[src/rtl/fetch_pc_unit_pkg.sv]
`default_nettype none
// ============================================================================
// Module   : fetch_pc_unit_pkg
// Brief    : Shared fetch-stage constants and the IF/ID bundle type.
// Revision : 1.0
// ============================================================================
package fetch_pc_unit_pkg;

  localparam logic [31:0] RESET_PC_DEFAULT = 32'h0000_0000;
  localparam logic [31:0] NOP_INST_DEFAULT = 32'h0000_0013;  // addi x0,x0,0

  // ID/EX reuses this bundle, so keep the field order stable.
  typedef struct packed {
    logic [31:0] inst;
    logic [31:0] pc;
    logic [31:0] pred_pc;
    logic        valid;
  } if_id_t;

  function automatic logic [31:0] align_word(input logic [31:0] addr);
    return {addr[31:2], 2'b00};
  endfunction

endpackage
`default_nettype wire

[src/rtl/fetch_pc_unit_if_id_pipe_reg.sv]
`default_nettype none
// ============================================================================
// Module   : if_id_pipe_reg
// Brief    : IF/ID bundle register with load, hold and bubble controls.
// Revision : 1.0
// ============================================================================
module if_id_pipe_reg
  import fetch_pc_unit_pkg::*;
#(
  parameter logic [31:0] NOP_INST = NOP_INST_DEFAULT
) (
  input  logic   clk,
  input  logic   reset,
  input  logic   load_i,
  input  logic   bubble_i,
  input  if_id_t d_i,
  output if_id_t q_o
);

  localparam if_id_t C_BUBBLE = '{inst: NOP_INST, pc: 32'h0, pred_pc: 32'h0, valid: 1'b0};

  if_id_t r_bundle_q;

  // Bubble outranks load so a squash can never be overridden by a fetch.
  always_ff @(posedge clk) begin
    if (reset || bubble_i) begin
      r_bundle_q <= C_BUBBLE;
    end else if (load_i) begin
      r_bundle_q <= d_i;
    end
  end

  assign q_o = r_bundle_q;

endmodule
`default_nettype wire

[src/rtl/fetch_pc_unit.sv]
`default_nettype none
// ============================================================================
// Module   : fetch_pc_unit
// Brief    : IF-stage PC register, fetch priority control, IF/ID register
//            and fetch/squash performance counters.
// Revision : 1.0
// ============================================================================
module fetch_pc_unit
  import fetch_pc_unit_pkg::*;
#(
  parameter logic [31:0] RESET_PC = RESET_PC_DEFAULT,
  parameter logic [31:0] NOP_INST = NOP_INST_DEFAULT,
  parameter int          CNT_W    = 32
) (
  input  logic             clk,
  input  logic             reset,
  input  logic [31:0]      pc_predict,
  input  logic             redirect,
  input  logic [31:0]      pc_correct,
  input  logic             stall,
  input  logic             halt_req,
  input  logic [31:0]      imem_inst,
  output logic [31:0]      current_pc,
  output logic [31:0]      IF_ID_inst,
  output logic [31:0]      IF_ID_pc,
  output logic [31:0]      IF_ID_pred_pc,
  output logic             IF_ID_valid,
  output logic             halted,
  output logic [CNT_W-1:0] fetch_count,
  output logic [CNT_W-1:0] squash_count
);

  logic [31:0]      r_pc_q,     w_pc_d;
  logic             r_halted_q, w_halted_d;
  logic [CNT_W-1:0] r_fetch_q,  w_fetch_d;
  logic [CNT_W-1:0] r_squash_q, w_squash_d;
  logic             w_load;
  logic             w_bubble;
  logic [31:0]      w_pred_al;
  logic [31:0]      w_correct_al;
  if_id_t           w_if_id_d;
  if_id_t           w_if_id_q;

  assign w_pred_al    = align_word(pc_predict);
  assign w_correct_al = align_word(pc_correct);

  // Priority: redirect > halt (sticky or requested) > stall > advance.
  always_comb begin
    w_pc_d     = r_pc_q;
    w_halted_d = r_halted_q;
    w_fetch_d  = r_fetch_q;
    w_squash_d = r_squash_q;
    w_load     = 1'b0;
    w_bubble   = 1'b0;
    if (redirect) begin
      w_pc_d     = w_correct_al;
      w_halted_d = 1'b0;
      w_squash_d = r_squash_q + 1'b1;
      w_bubble   = 1'b1;
    end else if (r_halted_q || halt_req) begin
      w_halted_d = 1'b1;
      w_bubble   = 1'b1;
    end else if (!stall) begin
      w_pc_d    = w_pred_al;
      w_fetch_d = r_fetch_q + 1'b1;
      w_load    = 1'b1;
    end
  end

  assign w_if_id_d = '{inst: imem_inst, pc: r_pc_q, pred_pc: w_pred_al, valid: 1'b1};

  always_ff @(posedge clk) begin
    if (reset) begin
      r_pc_q     <= align_word(RESET_PC);
      r_halted_q <= 1'b0;
      r_fetch_q  <= '0;
      r_squash_q <= '0;
    end else begin
      r_pc_q     <= w_pc_d;
      r_halted_q <= w_halted_d;
      r_fetch_q  <= w_fetch_d;
      r_squash_q <= w_squash_d;
    end
  end

  if_id_pipe_reg #(
    .NOP_INST (NOP_INST)
  ) u_if_id (
    .clk      (clk),
    .reset    (reset),
    .load_i   (w_load),
    .bubble_i (w_bubble),
    .d_i      (w_if_id_d),
    .q_o      (w_if_id_q)
  );

  assign current_pc    = r_pc_q;
  assign IF_ID_inst    = w_if_id_q.inst;
  assign IF_ID_pc      = w_if_id_q.pc;
  assign IF_ID_pred_pc = w_if_id_q.pred_pc;
  assign IF_ID_valid   = w_if_id_q.valid;
  assign halted        = r_halted_q;
  assign fetch_count   = r_fetch_q;
  assign squash_count  = r_squash_q;

endmodule
`default_nettype wire

[config.mk]
export PLATFORM = sky130hd
export DESIGN_NAME = fetch_pc_unit
export DESIGN_NICKNAME = d
export VERILOG_FILES = /design/src/rtl/fetch_pc_unit_pkg.sv /design/src/rtl/fetch_pc_unit_if_id_pipe_reg.sv /design/src/rtl/fetch_pc_unit.sv
export SDC_FILE = /design/constraint.sdc
export NUM_CORES = 1
export LEC_CHECK = 0
export BUFFER_PORTS_ARGS = -buffer_cell sky130_fd_sc_hd__buf_2
export CAP_MARGIN = 5
export CORE_MARGIN = 1
export CORE_UTILIZATION = 53
export CTS_CLUSTER_DIAMETER = 50
export DETAILED_ROUTE_END_ITERATION = 8
export GPL_ROUTABILITY_DRIVEN = 0
export PLACE_DENSITY = 0.86
export SLEW_MARGIN = 10
export SYNTH_ARGS = -nofsm -noshare
export SYNTH_HDL_FRONTEND = slang
export SYNTH_SLANG_ARGS = --single-unit
[constraint.sdc]
create_clock -name clk -period 4 [get_ports clk]
set_input_delay 0.2 -clock clk [delete_from_list [all_inputs] [get_ports clk]]
set_output_delay 0.2 -clock clk [all_outputs]
set_load 0.02 [all_outputs]
==> results.cfg <==
[timing]
rsz0062_at_grt = false
max_freq_ghz = 0.402
worst_pin_slew_ps = 1140
min_period_over_period = 0.622
drv_slew = 0
relSlewSlack = 0.242
finalHoldViolCount = 0
setup_viol = 0
period_needed_ps = 2490
fin_tns_setup_ps = 0
fin_skew_ps = 11.5

[route]
drtAntennaViolNets = 0
drt_iter0_markers = 600
drtPass1Iterations = 6
routed_wl_um = 24100
drc_errors = 0
vias = 7960
wire_per_inst_um = 17.1
vias_per_cell = 5.65

[layout]
regArea_um2 = 3760
multi_input_area_um2 = 3650
syn_to_final_growth_pct = 33.2
n_fill_cell = 936
num-nets-final = 1318
fin_util = 0.731
drive_gt1_frac = 0.300

[yosys]
avgSynthCellArea_um2 = 8.47
ys_ff_latch = 188
synth_area_um2 = 7700
syn_inst = 910
seq_area_frac_synth = 0.488
yosys_warnings = 0
synth_cell_types = 29

[die]
row_count = 43
fp.dieH_um = 123
io_pins = 295
coreArea_um2 = 14000
dieArea_um2 = 15000
initial_core_util = 0.549
die_w_um = 123

[setup_path]
startpoint_type = flop
crit_type = reg -> reg
arrival_ps = 2810
slowest_stage = or4_1
cp.depth = 4
crit_start = halted$_SDFFE_PP0P_
cp_cell_sequence = or4_4 > or4_1 > nor4_1 > mux2_2
worst_setup_path_end_kind = flop
worstPathBufferInverterCount = 0
reg2reg_slack_ps = 1510
cp.required_ps = 4320
reg2reg_depth = 4
max_stage_delay_ps = 760
critPathCapture = fetch_count[27]$_SDFFE_PP0P_
reg2reg_to = fetch_count[27]$_SDFFE_PP0P_
path_delay_family = simple AND/OR/NAND/NOR gates
regToRegStartpoint = halted$_SDFFE_PP0P_
cp_max_fo = 13

[global_routing]
grt_usage = 0.314
grt_max_degree = 108
grt_pass1_wl_um = 36700
grt_overflow = 0
grt_pass1_vias = 7605
antenna_found_initial = 2

[placed_design]
dp_hpwl_um = 14400
io_buffers = 284

[clock_network]
numCtsBuffers = 17
cts_setup_buffers = 0
cts_resized = 0
cts_root_buffer = clkbuf_16
worst_skew_pair.late_latency_ps = 440
hold_buffers = 58
path_clk_slew_ps = 70
cts_max_level = 4
clk_path_buf_depth = 2
cts.sinks = 188
tritoncts = done

[job]
maxCapViolCount = 0

[hold_path]
min_path_type = in -> reg

[run_status]
status = finished clean

[power]
p_leak_uw = 0.00436
p_per_area_nw_per_um2 = 372
vdd_drop_max_uv = 310
## per-stage QoR
| step | instances | setup WS [ps] | hold WS (ps) | power, uW | area [um^2] |
|---|---|---|---|---|---|
| 6_report | 1409 | 1510 | 12.1 | 3820 | 10300 |
| 2_1_floorplan | 915 | 1680 | 322 | 2150 | 7720 |
| 4_1_cts | 1407 | 1510 | 1.41 | 3820 | 10300 |
| 3_5_place_dp | 1318 | 1400 | 410 | 2260 | 9150 |
| 5_1_grt | 1409 | 1410 | 15.8 | 3930 | 10300 |
| 3_3_place_gp | 1318 | 1460 | 411 | 2250 | 9150 |
## per-layer routing
metal  GRT usage  vias up  wire, um
met5           0        -         0
met4       0.219        0      1250
met3       0.108      107      2100
met2       0.524      382     11700
met1       0.332     3748      8990
li1            -     3723         -
## worst min path at each step
stage                        start                           end  cells after the start
finish              pc_predict[14]  u_if_id.q_o[15]$_SDFFE_PP0P_                      3
global route        pc_predict[17]  u_if_id.q_o[18]$_SDFFE_PP0P_                      3
CTS                  pc_predict[6]   u_if_id.q_o[7]$_SDFFE_PP0P_                      3
detailed placement    imem_inst[4]  u_if_id.q_o[69]$_SDFFE_PP1P_                      3
global placement      imem_inst[1]  u_if_id.q_o[66]$_SDFFE_PP1P_                      3
floorplan             imem_inst[0]  u_if_id.q_o[65]$_SDFFE_PP1P_                      2
## tightest hold or removal path: stages
cell and delay, ps:
buf_2 100, nand2_1 50, a21oi_1 50
## cells in the mapped netlist, drive strengths merged
| library cell | n | area, um^2 |
|---|---|---|
| o31ai | 21 | 158 |
| o21ai | 10 | 50.1 |
| nor4 | 8 | 50.1 |
| conb | 1 | 3.75 |
| nor3 | 11 | 55.1 |
| xnor2 | 10 | 87.6 |
| mux2 | 41 | 462 |
| nand3 | 14 | 70.1 |
| and2 | 2 | 12.5 |
| a21oi | 121 | 606 |
| xor2 | 10 | 87.6 |
| buf | 15 | 86.3 |
| and3 | 4 | 25.0 |
| nor2b | 11 | 68.8 |
| or2 | 3 | 18.8 |
| mux2i | 31 | 310 |
| nand4 | 21 | 131 |
| clkbuf | 53 | 199 |
| dfxtp | 188 | 3760 |
| and4 | 9 | 78.8 |
| ha | 2 | 25.0 |
| or4 | 28 | 218 |
| nor2 | 66 | 248 |
| or3 | 11 | 68.8 |
| inv | 9 | 33.8 |
| nand2 | 210 | 788 |
## registers in the layout (all words and copies together), names as in the netlist
name	cells
u_if_id.q_o	93
fetch_count	32
squash_count	32
current_pc	30
halted	1
## layout by cell type, fill, tap and decap left out, types with 4 or more instances in the layout
cell and count:
nor2_1 66, nand2_1 210, o31ai_1 21, or3_1 11, nor2b_1 11, nand3_1 14, and3_1 4, inv_1 9
clkinv_4 4, xor2_1 10, nor4_1 7, mux2_2 41, nor3_1 10, a21oi_1 121, o21ai_0 10, clkbuf_16 17
buf_2 283, and4_1 9, mux2i_1 31, dlygate4sd3_1 58, conb_1 6, dfxtp_1 188, or4_1 25, nand4_1 21
buf_4 8, xnor2_1 10
## cell type report
class	instances	share of cell area
clock inverter	11	0.00866
tap	180	0.0219
sequential	188	0.367
clock buffer	20	0.0425
inverter	9	0.00329
multi-input combinational	650	0.356
timing repair buffer	349	0.200
antenna	2	0.000488
## kinds of logic after synthesis
family          count (synthesis)  share of synthesized area
simple gates                  398                      0.238
flops                         188                      0.488
xor+xnor                       20                     0.0227
other cells                     1                   0.000487
buf+inv                        77                     0.0414
mux                            72                      0.100
fa+ha+maj                       2                    0.00325
compound gates                152                      0.106
## power breakdown
part	switching [uW]	internal, uW
Clock	745	800
Sequential	23.6	1900
Combinational	196	153
Total	965	2850
Power figures use the tool's default switching activity.
